===== src/rtl/alu_wide_seq_if.sv =====
// Bundle between decode, the wide-op sequencer and the shared 8-bit ALU.
// The slave modport is the sequencer's view; the master modport is the
// environment (decode requester plus the ALU itself).
interface alu_wide_seq_if #(
  parameter int W = 8
);
  logic           Start;
  logic [1:0]     Cmd;
  logic [2*W-1:0] OpA;
  logic [2*W-1:0] OpB;
  logic [W-1:0]   AluA;
  logic [W-1:0]   AluB;
  logic [3:0]     AluOp;
  logic [W-1:0]   AluOut;
  logic           AluOver;
  logic [2*W-1:0] Result;
  logic           CarryOut;
  logic           Busy;
  logic           Done;

  modport slave (
    input  Start, Cmd, OpA, OpB, AluOut, AluOver,
    output AluA, AluB, AluOp, Result, CarryOut, Busy, Done
  );

  modport master (
    output Start, Cmd, OpA, OpB, AluOut, AluOver,
    input  AluA, AluB, AluOp, Result, CarryOut, Busy, Done
  );
endinterface


===== src/rtl/alu_wide_seq.sv =====
// 16-bit ADD/SHL1/SHR1/MOV sequencer built on a shared combinational 8-bit ALU.
// Each wide op is three ALU steps (S1..S3); AluOver carries the inter-byte
// bit between steps, and every step's ALU result is captured on the next edge.
module alu_wide_seq #(
  parameter int         W       = 8,
  parameter logic [3:0] IDLE_OP = 4'b0111
) (
  input  logic          CLK,
  input  logic          Reset,
  alu_wide_seq_if.slave bus
);

  localparam int RW = 2 * W;

  localparam logic [1:0] CMD_ADD = 2'b00;
  localparam logic [1:0] CMD_SHL = 2'b01;
  localparam logic [1:0] CMD_SHR = 2'b10;
  localparam logic [1:0] CMD_MOV = 2'b11;

  localparam logic [3:0] OP_ADD = 4'b0000;
  localparam logic [3:0] OP_SHL = 4'b0001;
  localparam logic [3:0] OP_SHR = 4'b0010;
  localparam logic [3:0] OP_OR  = 4'b0100;
  localparam logic [3:0] OP_MOV = 4'b0111;

  typedef enum logic [1:0] {
    ST_IDLE = 2'd0,
    ST_S1   = 2'd1,
    ST_S2   = 2'd2,
    ST_S3   = 2'd3
  } state_t;

  state_t         state_q;
  logic [1:0]     cmd_q;
  logic [RW-1:0]  opa_q;
  logic [RW-1:0]  opb_q;
  logic [W-1:0]   lo_q;      // low result byte (ADD/SHL/MOV)
  logic [W-1:0]   hi_q;      // high result byte (SHR)
  logic [W-1:0]   t_q;       // S2 partial byte finished in S3
  logic           c_q;       // inter-byte carry / shifted bit from S1
  logic           k_q;       // S2 carry (ADD) or shifted-out bit (shifts)
  logic [RW-1:0]  result_q;
  logic           carry_q;
  logic           busy_q;
  logic           done_q;

  logic [W-1:0]   alu_a;
  logic [W-1:0]   alu_b;
  logic [3:0]     alu_op;

  logic [W-1:0]   one_lsb;
  logic [W-1:0]   c_lsb;
  logic [W-1:0]   c_msb;

  assign one_lsb = {{(W-1){1'b0}}, 1'b1};
  assign c_lsb   = {{(W-1){1'b0}}, c_q};
  assign c_msb   = {c_q, {(W-1){1'b0}}};

  // ALU operand/opcode selection from the current step and the latched command
  always_comb begin
    alu_a  = '0;
    alu_b  = '0;
    alu_op = IDLE_OP;
    unique case (state_q)
      ST_S1: begin
        unique case (cmd_q)
          CMD_ADD: begin alu_op = OP_ADD; alu_a = opa_q[W-1:0];  alu_b = opb_q[W-1:0]; end
          CMD_SHL: begin alu_op = OP_SHL; alu_a = opa_q[W-1:0];  alu_b = one_lsb;      end
          CMD_SHR: begin alu_op = OP_SHR; alu_a = opa_q[RW-1:W]; alu_b = one_lsb;      end
          default: begin alu_op = OP_MOV; alu_a = '0;            alu_b = opa_q[W-1:0]; end
        endcase
      end
      ST_S2: begin
        unique case (cmd_q)
          CMD_ADD: begin alu_op = OP_ADD; alu_a = opa_q[RW-1:W]; alu_b = opb_q[RW-1:W]; end
          CMD_SHL: begin alu_op = OP_SHL; alu_a = opa_q[RW-1:W]; alu_b = one_lsb;       end
          CMD_SHR: begin alu_op = OP_SHR; alu_a = opa_q[W-1:0];  alu_b = one_lsb;       end
          default: begin alu_op = OP_MOV; alu_a = '0;            alu_b = opa_q[RW-1:W]; end
        endcase
      end
      ST_S3: begin
        unique case (cmd_q)
          CMD_ADD: begin alu_op = OP_ADD; alu_a = t_q; alu_b = c_lsb;          end
          CMD_SHL: begin alu_op = OP_OR;  alu_a = t_q; alu_b = c_lsb;          end
          CMD_SHR: begin alu_op = OP_OR;  alu_a = t_q; alu_b = c_msb;          end
          default: begin alu_op = OP_MOV; alu_a = '0;  alu_b = opa_q[RW-1:W]; end
        endcase
      end
      default: ;
    endcase
  end

  // Sequencer FSM: accept, capture each ALU step, publish result with a Done pulse
  always_ff @(posedge CLK or posedge Reset) begin
    if (Reset) begin
      state_q  <= ST_IDLE;
      cmd_q    <= CMD_ADD;
      opa_q    <= '0;
      opb_q    <= '0;
      lo_q     <= '0;
      hi_q     <= '0;
      t_q      <= '0;
      c_q      <= 1'b0;
      k_q      <= 1'b0;
      result_q <= '0;
      carry_q  <= 1'b0;
      busy_q   <= 1'b0;
      done_q   <= 1'b0;
    end else begin
      unique case (state_q)
        ST_IDLE: begin
          done_q <= 1'b0;
          if (bus.Start) begin
            cmd_q   <= bus.Cmd;
            opa_q   <= bus.OpA;
            opb_q   <= bus.OpB;
            busy_q  <= 1'b1;
            state_q <= ST_S1;
          end
        end
        ST_S1: begin
          // SHR works top byte first so the bit falling out of it enters the low byte
          if (cmd_q == CMD_SHR) hi_q <= bus.AluOut;
          else                  lo_q <= bus.AluOut;
          c_q     <= bus.AluOver;
          state_q <= ST_S2;
        end
        ST_S2: begin
          t_q     <= bus.AluOut;
          k_q     <= bus.AluOver;
          state_q <= ST_S3;
        end
        default: begin
          unique case (cmd_q)
            CMD_ADD: begin result_q <= {bus.AluOut, lo_q}; carry_q <= k_q | bus.AluOver; end
            CMD_SHL: begin result_q <= {bus.AluOut, lo_q}; carry_q <= k_q;               end
            CMD_SHR: begin result_q <= {hi_q, bus.AluOut}; carry_q <= k_q;               end
            default: begin result_q <= {bus.AluOut, lo_q}; carry_q <= 1'b0;              end
          endcase
          busy_q  <= 1'b0;
          done_q  <= 1'b1;
          state_q <= ST_IDLE;
        end
      endcase
    end
  end

  assign bus.AluA     = alu_a;
  assign bus.AluB     = alu_b;
  assign bus.AluOp    = alu_op;
  assign bus.Result   = result_q;
  assign bus.CarryOut = carry_q;
  assign bus.Busy     = busy_q;
  assign bus.Done     = done_q;

endmodule


===== src/flat_wrapper.sv =====
// flat-port wrapper written by rule: the top's interface ports become plain ports
module alu_wide_seq_flat 
#(
  parameter int         W       = 8,
  parameter logic [3:0] IDLE_OP = 4'b0111
)
  (CLK, Reset, bus_Start, bus_Cmd, bus_OpA, bus_OpB, bus_AluOut, bus_AluOver, bus_AluA, bus_AluB, bus_AluOp, bus_Result, bus_CarryOut, bus_Busy, bus_Done);
  alu_wide_seq_if #(.W(W)) bus_i ();
  input  logic CLK;
  input  logic Reset;
  input wire logic [$bits(bus_i.Start)-1:0] bus_Start;
  input wire logic [$bits(bus_i.Cmd)-1:0] bus_Cmd;
  input wire logic [$bits(bus_i.OpA)-1:0] bus_OpA;
  input wire logic [$bits(bus_i.OpB)-1:0] bus_OpB;
  input wire logic [$bits(bus_i.AluOut)-1:0] bus_AluOut;
  input wire logic [$bits(bus_i.AluOver)-1:0] bus_AluOver;
  output wire logic [$bits(bus_i.AluA)-1:0] bus_AluA;
  output wire logic [$bits(bus_i.AluB)-1:0] bus_AluB;
  output wire logic [$bits(bus_i.AluOp)-1:0] bus_AluOp;
  output wire logic [$bits(bus_i.Result)-1:0] bus_Result;
  output wire logic [$bits(bus_i.CarryOut)-1:0] bus_CarryOut;
  output wire logic [$bits(bus_i.Busy)-1:0] bus_Busy;
  output wire logic [$bits(bus_i.Done)-1:0] bus_Done;
  assign bus_i.Start = bus_Start;
  assign bus_i.Cmd = bus_Cmd;
  assign bus_i.OpA = bus_OpA;
  assign bus_i.OpB = bus_OpB;
  assign bus_i.AluOut = bus_AluOut;
  assign bus_i.AluOver = bus_AluOver;
  assign bus_AluA = bus_i.AluA;
  assign bus_AluB = bus_i.AluB;
  assign bus_AluOp = bus_i.AluOp;
  assign bus_Result = bus_i.Result;
  assign bus_CarryOut = bus_i.CarryOut;
  assign bus_Busy = bus_i.Busy;
  assign bus_Done = bus_i.Done;
  alu_wide_seq #(.W(W), .IDLE_OP(IDLE_OP)) u_core (.CLK(CLK), .Reset(Reset), .bus(bus_i));
endmodule

===== config.mk =====
export PLATFORM = sky130hd
export DESIGN_NAME = alu_wide_seq_flat
export DESIGN_NICKNAME = d
export VERILOG_FILES = /design/src/rtl/alu_wide_seq_if.sv /design/src/rtl/alu_wide_seq.sv /design/src/flat_wrapper.sv
export SDC_FILE = /design/constraint.sdc
export NUM_CORES = 1
export LEC_CHECK = 0
export ABC_AREA = 0
export BUFFER_PORTS_ARGS = -buffer_cell sky130_fd_sc_hd__buf_2
export CAP_MARGIN = 40
export CORE_MARGIN = 2
export CORE_UTILIZATION = 41
export CTS_BUF_LIST = sky130_fd_sc_hd__clkbuf_8
export DETAILED_ROUTE_END_ITERATION = 12
export PLACE_DENSITY_LB_ADDON = 0.25
export SLEW_MARGIN = 15
export SYNTH_ARGS = -nofsm -noshare
export SYNTH_HDL_FRONTEND = slang
export SYNTH_SLANG_ARGS = --single-unit

===== constraint.sdc =====
create_clock -name CLK -period 3.7 [get_ports CLK]
set_input_delay 0.74 -clock CLK [delete_from_list [all_inputs] [get_ports CLK]]
set_output_delay 0.74 -clock CLK [all_outputs]
set_load 0.03 [all_outputs]

# Word-level counts from Yosys, hierarchy flattened
# Index checks and enable logic that the tools add are counted.
dict set report totals {
  register_bits 81
  output_inout_bits 39
  elab_cells 51
}
dict set report classes {
  eq_ne 6
  mux 18
  bitwise_logic 3
  reduce_logical 11
}
# cell count
set op_table {}
lappend op_table {{case mux 8 bit (2 select lines)} 5}
lappend op_table {{case mux 8 bit (3 select lines)} 2}
lappend op_table {{two-way mux 16 bit} 1}
lappend op_table {{case mux 3 bit (3 select lines)} 1}
lappend op_table {{two-way mux 8 bit} 1}
lappend op_table {{case mux 4 bit (2 select lines)} 1}
lappend op_table {{AND reduction 2 bit} 4}
lappend op_table {{== test 2 bit, second input constant} 3}
lappend op_table {{case mux 1 bit (2 select lines)} 3}
lappend op_table {{case mux 2 bit (3 select lines)} 1}
lappend op_table {{case mux 3 bit (2 select lines)} 1}
lappend op_table {{OR reduction 2 bit} 3}
lappend op_table {{OR reduction 3 bit} 2}
lappend op_table {{== test 2 x 1 -> 1 bit, second input constant} 2}
lappend op_table {{zero test 2 bit} 2}
lappend op_table {{two-way mux 2 bit} 1}
lappend op_table {{!= test 2 bit, second input constant} 1}
lappend op_table {{inverter 1 bit} 2}
lappend op_table {{two-way mux 1 bit} 1}
lappend op_table {{OR 1 bit} 1}

# Longest topological paths before layout
# Gate-level depths: netlist of the first run.
dict set report depth {
  word_depth 4
  ltp_mapped 7
  mapped_depth_nobuf 6
}

# Worst setup path before layout of the first run
# OpenSTA, ideal clock, no wires.
dict set report synth_path {
  path_type {register to output}
  startpoint {register u_core.cmd_q[0]}
  endpoint {output bus_AluB[6]}
  arrival_ns 1.611
  slack_ns 1.349
  path_stages_with_launch 8
  n_path_buf 2
  cell_sequence {dfrtp_1 inv_1 ha_1 buf_6 nor2b_1 clkbuf_2 a32oi_1 a21oi_1}
}
dict set report synth_between {
  elab_chain_cells 4
  word_cells_on_any_way 9
  classes_between {2 x eq/ne; 4 x mux; 3 x reduce/logical}
}
# item line
set synth_lines {}
lappend synth_lines {{start, declared} alu_wide_seq.sv:34} ;# logic [1:0] cmd_q;
lappend synth_lines {{start signal, assigned} alu_wide_seq.sv:114} ;# cmd_q <= bus.Cmd;
lappend synth_lines {{== test 2 x 1 -> 1 bit (tied with other cells)} {alu_wide_seq.sv:66, alu_wide_seq.sv:74, alu_wide_seq.sv:82}}
lappend synth_lines {{OR reduction 2 bit (no source line)} n/a}
lappend synth_lines {{case mux 8 bit (2 select lines), on equally long branches} {alu_wide_seq.sv:82, alu_wide_seq.sv:74, alu_wide_seq.sv:66}}
lappend synth_lines {{case mux 8 bit (3 select lines) (*)} alu_wide_seq.sv:64} ;# unique case (state_q)
lappend synth_lines {{end, declared} flat_wrapper.sv:18} ;# output wire logic [$bits(bus_i.AluB)-1:0] bus_AluB;
# Mark *: on every way between the ends. The rest lies on a longest branch, timed or not.

# Worst setup path in the final report of the first run
dict set report layout_path {
  startpoint {register u_core.state_q[0]}
  endpoint {output bus_AluA[7]}
}
dict set report layout_between {
  elab_chain_cells 2
  word_cells_on_any_way 4
  classes_between {3 x eq/ne; 1 x mux}
}
# item line
set layout_lines {}
lappend layout_lines {{start, declared} alu_wide_seq.sv:33} ;# state_t state_q;
lappend layout_lines {{start signal, assigned} alu_wide_seq.sv:96} ;# state_q <= ST_IDLE;
lappend layout_lines {{start signal, assigned} alu_wide_seq.sv:118} ;# state_q <= ST_S1;
lappend layout_lines {{start signal, assigned} alu_wide_seq.sv:126} ;# state_q <= ST_S2;
lappend layout_lines {{== test 2 bit / == test 2 x 1 -> 1 bit (equally long branches)} alu_wide_seq.sv:64}
lappend layout_lines {{case mux 8 bit (3 select lines) (*)} alu_wide_seq.sv:64}
lappend layout_lines {{end, declared} flat_wrapper.sv:17} ;# output wire logic [$bits(bus_i.AluA)-1:0] bus_AluA;
# Marked as above.

==> results.yml, run 1 <==
setup_path:
  crit_family: "simple AND/OR/NAND/NOR gates"
  crit_path_end_kind: "output pin"
  r2r_slack_ns: 1.49
  critPathLaunchType: "register"
  worst_path_max_delay_cell: "ha_1"
  worstPathMaxFanout: 14
  reg2reg_from: "u_core.state_q[1]"
  rr_worst_depth: 4
  worst-endpoint-required_ns: 2.96
  max_stage_delay_ns: 0.49
  critPathKind: "register to output pin"
  worstPathArrival_ns: 2.35
  reg2reg_to: "u_core.opa_q[3]"
  worst-path-buf-inv: 2
  cp-startpoint: "u_core.state_q[0]"
  crit_chain: "inv_1, ha_1, and2_1, a22o_1, a221oi_2, nor2_1, buf_2"
power_and_ir_drop:
  power_frac_seq: 0.345
  pwr-share-clk: 0.133
  p_per_area_nw_per_um2: 1020
  p_comb_frac: 0.522
  switching_power_mw: 2.11
  ir_drop_uv: 361
  intPower_mw: 2.79
  leakagePower_nw: 2.30
  p_sw_frac: 0.431
sta:
  fin_skew_ns: 0.0117
  setup_viol: 0
  fmaxAchievable_mhz: 323
  fin_crit_ns: 3.09
  slew_headroom: 0.572
  slew_violations: 0
  rsz0062_at_grt: "no"
  worstMarginPinSlew_ns: 0.642
  fin_setup_tns_ns: 0
  hold_violations: 0
  post-route-period-util: 0.836
floorplan:
  start_util: 0.423
  die_h_um: 105
  row_count: 36
  die_x_um: 105
  die-area_um2: 10900
  coreArea_um2: 9820
  ios: 85
cts:
  cts-root-buf: "clkbuf_8"
  clk_pin_slew_worst_paths_ns: 0.08
  insertion_delay_ns: 0.35
  post_cts_resized: 0
  cts.sinks: 81
  postCtsHoldBufs: 0
  cts_tree: "yes"
  htreeDepth: 3
  cts_made_buffers: 9
  cts_setup_buffers: 0
  cts_max_path_buffers: 2
logic_synthesis:
  synth_common_cells: "dfrtp_1, mux2_4, nor2_1, a21oi_1, mux2_2"
  synth_compound_area_frac: 0.138
  yosys.area_share.simple: 0.0597
  synth_fa_ha_area_frac: 0.0241
  syn_avg_cell_area_um2: 12.7
  synth_flop_cell: "dfrtp_1"
  netlist.area_leader.share: 0.488
  synth_area_leaders: "dfrtp_1, mux2_4, mux2_2, mux2i_1, a21oi_1"
  ys_warn_count: 0
  synth_top_area_cell: "dfrtp_1"
  yosysMostFrequentCell: "dfrtp_1"
  netlist_area_um2: 4150
  synth_cells: 326
  synthXorXnorAreaFrac: 0
  async_flop_share: 1.00
  synth.ff_latch_count: 81
  synth_nets: 380
  yosys.cell_types.count: 38
  synth_top_family_by_area: "multiplexers"
  synth_enable_flop_cells: 0
  yosysSeqAreaShare: 0.488
  yosys-mux-area-fraction: 0.237
status:
  status: "completed"
run:
  max_cap_viol_count: 0
placement:
  dpl.hpwl_um: 6610
  port_buffers: 83
  gp_congestion: 0.868
routing:
  drt_iter0_markers: 116
  drcViolationCount: 0
  via_count: 2818
  wire_per_inst_um: 16.8
  drt_first_pass_iters: 4
  wl_um: 9090
  via_per_inst: 5.20
  ant_nets: 0
layout:
  utilization: 0.490
  syn_to_final_growth_pct: 15.9
  multiInputGateArea_um2: 1910
  drive_above_1_share: 0.447
  fillers: 932
  n_antenna_cell: 0
  seq_area_um2: 2030
  fin_nets: 458
grt:
  grt_max_degree: 40
  grt_pass1_wl_um: 14600
  antenna_found_initial: 0
  grt_usage: 0.170
  grt-ovfl-total: 0
  grt_pass1_vias: 2755
hold_path:
  hold_class: "primary input to asynchronous set/reset pin"
[how the worst max path moves through the flow]
stage	endpoint	cells after the start	slack (ns)
6_report	bus_AluA[7]	7	0.61
5_1_grt	bus_AluA[0]	7	0.45
4_1_cts	bus_AluA[0]	7	0.61
3_5_place_dp	bus_AluA[0]	7	0.99
3_3_place_gp	bus_AluA[6]	7	1.09
2_1_floorplan	u_core.bus.Busy	1	0.88
[power by group through the flow]
stage / combinational, mW / clock, mW / sequential, mW
floorplan: 1.96 / 0 / 1.77
global placement: 2.54 / 0 / 1.69
detailed placement: 2.57 / 0 / 1.71
CTS: 2.58 / 0.664 / 1.70
global route: 2.77 / 0.703 / 1.75
finish: 2.56 / 0.651 / 1.69
[worst register-to-register path, cell delays in order, from the launching register on]
cell and delay [ns]:
dfrtp_1 0.43, inv_1 0.10, ha_1 0.56, nand2_4 0.53, mux2_4 0.47
[kinds of logic after synthesis]
family,after synthesis
fa+ha+maj,8
other cells,1
compound gates,75
simple gates,53
mux,77
flops,81
buf+inv,31
[area by class of cell]
class | count | area share
Sequential cell | 81 | 0.421
Multi-Input combinational cell | 214 | 0.397
Timing Repair Buffer | 90 | 0.0999
Tap cell | 133 | 0.0346
Clock buffer | 9 | 0.0257
Clock inverter | 7 | 0.0148
Inverter | 8 | 0.00650
[registers in the layout (all words and copies together), names as in the netlist, 2 cells and up]
register           flops
u_core.opb_q          16
u_core.lo_q            8
u_core.state_q         2
u_core.t_q             8
u_core.opa_q          16
u_core.cmd_q           2
u_core.hi_q            8
u_core.bus.Result     16
[metrics by stage]
stage / worst slack [ns] / instance area [um2] / cells / hold slack, ns / power, mW
2_1_floorplan: 0.880 / 4150 / 326 / 0.479 / 3.73
3_3_place_gp: 1.09 / 4600 / 525 / 0.460 / 4.23
3_5_place_dp: 0.991 / 4620 / 526 / 0.472 / 4.28
4_1_cts: 0.610 / 4810 / 542 / 0.395 / 4.94
5_1_grt: 0.452 / 4810 / 542 / 0.416 / 5.22
6_report: 0.608 / 4810 / 542 / 0.385 / 4.90
[per-layer routing]
metal | share of wire | GRT usage | vias up
met5 | 0 | 0 | -
met4 | 0.015 | 0.0533 | 0
met3 | 0.044 | 0.0412 | 12
met2 | 0.47 | 0.268 | 62
met1 | 0.47 | 0.230 | 1412
li1 | - | - | 1332
[cell usage in the layout (no fill, tap or decap), types with 2 or more instances in the layout]
| master | n |
|---|---|
| buf_2 | 83 |
| dfrtp_1 | 81 |
| mux2_4 | 37 |
| nor2_1 | 29 |
| a21oi_1 | 28 |
| mux2_2 | 23 |
| mux2i_1 | 16 |
| a22o_1 | 15 |
| nand2_1 | 12 |
| clkbuf_8 | 9 |
| a221oi_2 | 8 |
| ha_1 | 8 |
| inv_1 | 6 |
| a22oi_1 | 6 |
| buf_4 | 6 |
| o21ai_0 | 5 |
| nand2_4 | 3 |
| nor2b_1 | 3 |
| o21ai_1 | 3 |
| inv_2 | 2 |
| o22a_1 | 2 |
| a211oi_1 | 2 |
| o21bai_1 | 2 |
| clkinv_2 | 2 |
| clkinvlp_4 | 2 |
No activity file was read; power rests on OpenSTA's default activity.
==> inputs of run 2 (changes only) <==
- clock period: 3.7 -> 3 ns (I/O delays scaled with it)
==> results.yml, run 2 (synthesis gave the netlist of run 1 again) <==
sta:
  fin_setup_tns_ns: 0
  worstMarginPinSlew_ns: 0.671
  hold_ws_ns: 0.320
  fin_skew_ns: 0.0174
  fmaxAchievable_mhz: 358
  slew_violations: 0
  setup_viol: 0
  post-route-period-util: 0.932
  rsz0062_at_grt: "no"
  fin_crit_ns: 2.80
  hold_violations: 0
  slew_headroom: 0.552
grt:
  grt-ovfl-total: 0
  grt_pass1_wl_um: 14800
  grt_pass1_vias: 2888
  grt_usage: 0.169
  grt_max_degree: 48
  antenna_found_initial: 0
power_and_ir_drop:
  p_sw_frac: 0.428
  power_frac_seq: 0.344
  leakagePower_nw: 2.28
  pwr-share-clk: 0.131
  ir_drop_uv: 589
  p_comb_frac: 0.524
  switching_power_mw: 2.58
  p_per_area_nw_per_um2: 1250
  power_mw: 6.03
  intPower_mw: 3.45
cts:
  cts_made_buffers: 9
  cts_setup_buffers: 0
  clk_pin_slew_worst_paths_ns: 0.08
  cts_tree: "yes"
  insertion_delay_ns: 0.35
  postCtsHoldBufs: 0
  cts_max_path_buffers: 2
  htreeDepth: 3
  post_cts_resized: 0
  cts.sinks: 81
  cts-root-buf: "clkbuf_8"
setup_path:
  worst-endpoint-required_ns: 2.40
  crit_chain: "inv_1, ha_1, nor2b_2, a22oi_1, a21oi_1, buf_2"
  reg2reg_to: "u_core.opa_q[2]"
  reg2reg_from: "u_core.state_q[0]"
  worstPathMaxFanout: 9
  r2r_slack_ns: 0.76
  max_stage_delay_ns: 0.42
  worstPathArrival_ns: 2.20
  crit_family: "flip-flops"
  critPathKind: "register to output pin"
  worst-path-buf-inv: 2
  rr_worst_depth: 4
  worst_path_max_delay_cell: "dfrtp_1"
  critPathLaunchType: "register"
  crit_path_end_kind: "output pin"
layout:
  final_cell_mix: "buf_2, dfrtp_1, mux2_4"
  n_antenna_cell: 0
  syn_to_final_growth_pct: 15.7
  fin_nets: 456
  drive_above_1_share: 0.452
  final_common_cell: "buf_2"
routing:
  drt_first_pass_iters: 4
  drcViolationCount: 0
  wire_per_inst_um: 16.5
  via_per_inst: 5.16
  wl_um: 8890
  ant_nets: 0
  drt_iter0_markers: 95
  via_count: 2786
placement:
  dpl.hpwl_um: 6330
  gp_congestion: 0.825
  port_buffers: 83
floorplan:
  start_util: 0.423
  die_h_um: 105
  coreArea_um2: 9820
  die-area_um2: 10900
  row_count: 36
  die_x_um: 105
  ios: 85
status:
  status: "completed"
hold_path:
  hold_class: "primary input to asynchronous set/reset pin"
run:
  max_cap_viol_count: 0
==> run 2: cell count changes in the layout (fill, tap and decap cells not counted), sizes merged <==
cell / delta
buf: -2
clkinv: -1
clkinvlp: +2
inv: -1
==> run 2: metal layers <==
| layer | global-route usage | routed length, um |
|---|---|---|
| met1 | 0.235 | 4270 |
| met2 | 0.264 | 4120 |
| met3 | 0.0287 | 315 |
| met4 | 0.0667 | 183 |
| met5 | 0 | 0 |
==> run 2: layout make-up <==
cell class	instances	area, um2
Fill cell	944	5010
Tap cell	133	166
Inverter	8	31.3
Timing Repair Buffer	88	465
Multi-Input combinational cell	214	1920
Clock inverter	7	72.6
Clock buffer	9	124
Sequential cell	81	2030
==> run 2: how the worst max path moves through the flow <==
| stage | from | to | slack [ns] | cells after the start |
|---|---|---|---|---|
| final | u_core.cmd_q[0] | bus_AluB[7] | 0.20 | 6 |
| after global routing | u_core.cmd_q[1] | bus_AluB[7] | 0.04 | 6 |
| after CTS | u_core.cmd_q[0] | bus_AluB[6] | 0.12 | 6 |
| after detailed placement | u_core.cmd_q[0] | bus_AluB[6] | 0.51 | 6 |
| after global placement | u_core.cmd_q[0] | bus_AluB[7] | 0.53 | 6 |
| after floorplan | Reset | u_core.bus.Busy | 0.32 | 1 |
==> run 2: power by group through the flow <==
stage	Combinational, mW	Sequential, mW	Clock [mW]
5_1_grt	3.41	2.16	0.875
4_1_cts	3.19	2.08	0.813
6_report	3.16	2.08	0.792
3_3_place_gp	3.13	2.08	0
2_1_floorplan	2.41	2.19	0
3_5_place_dp	3.17	2.10	0
==> run 2: stage by stage <==
step | cell area [um2] | instances | util | worst slack [ns]
after global routing | 4800 | 540 | 0.489 | 0.0434
after CTS | 4800 | 540 | 0.489 | 0.118
after detailed placement | 4600 | 524 | 0.469 | 0.508
after floorplan | 4150 | 326 | - | 0.320
final | 4800 | 540 | 0.489 | 0.204
after global placement | 4600 | 524 | 0.469 | 0.528
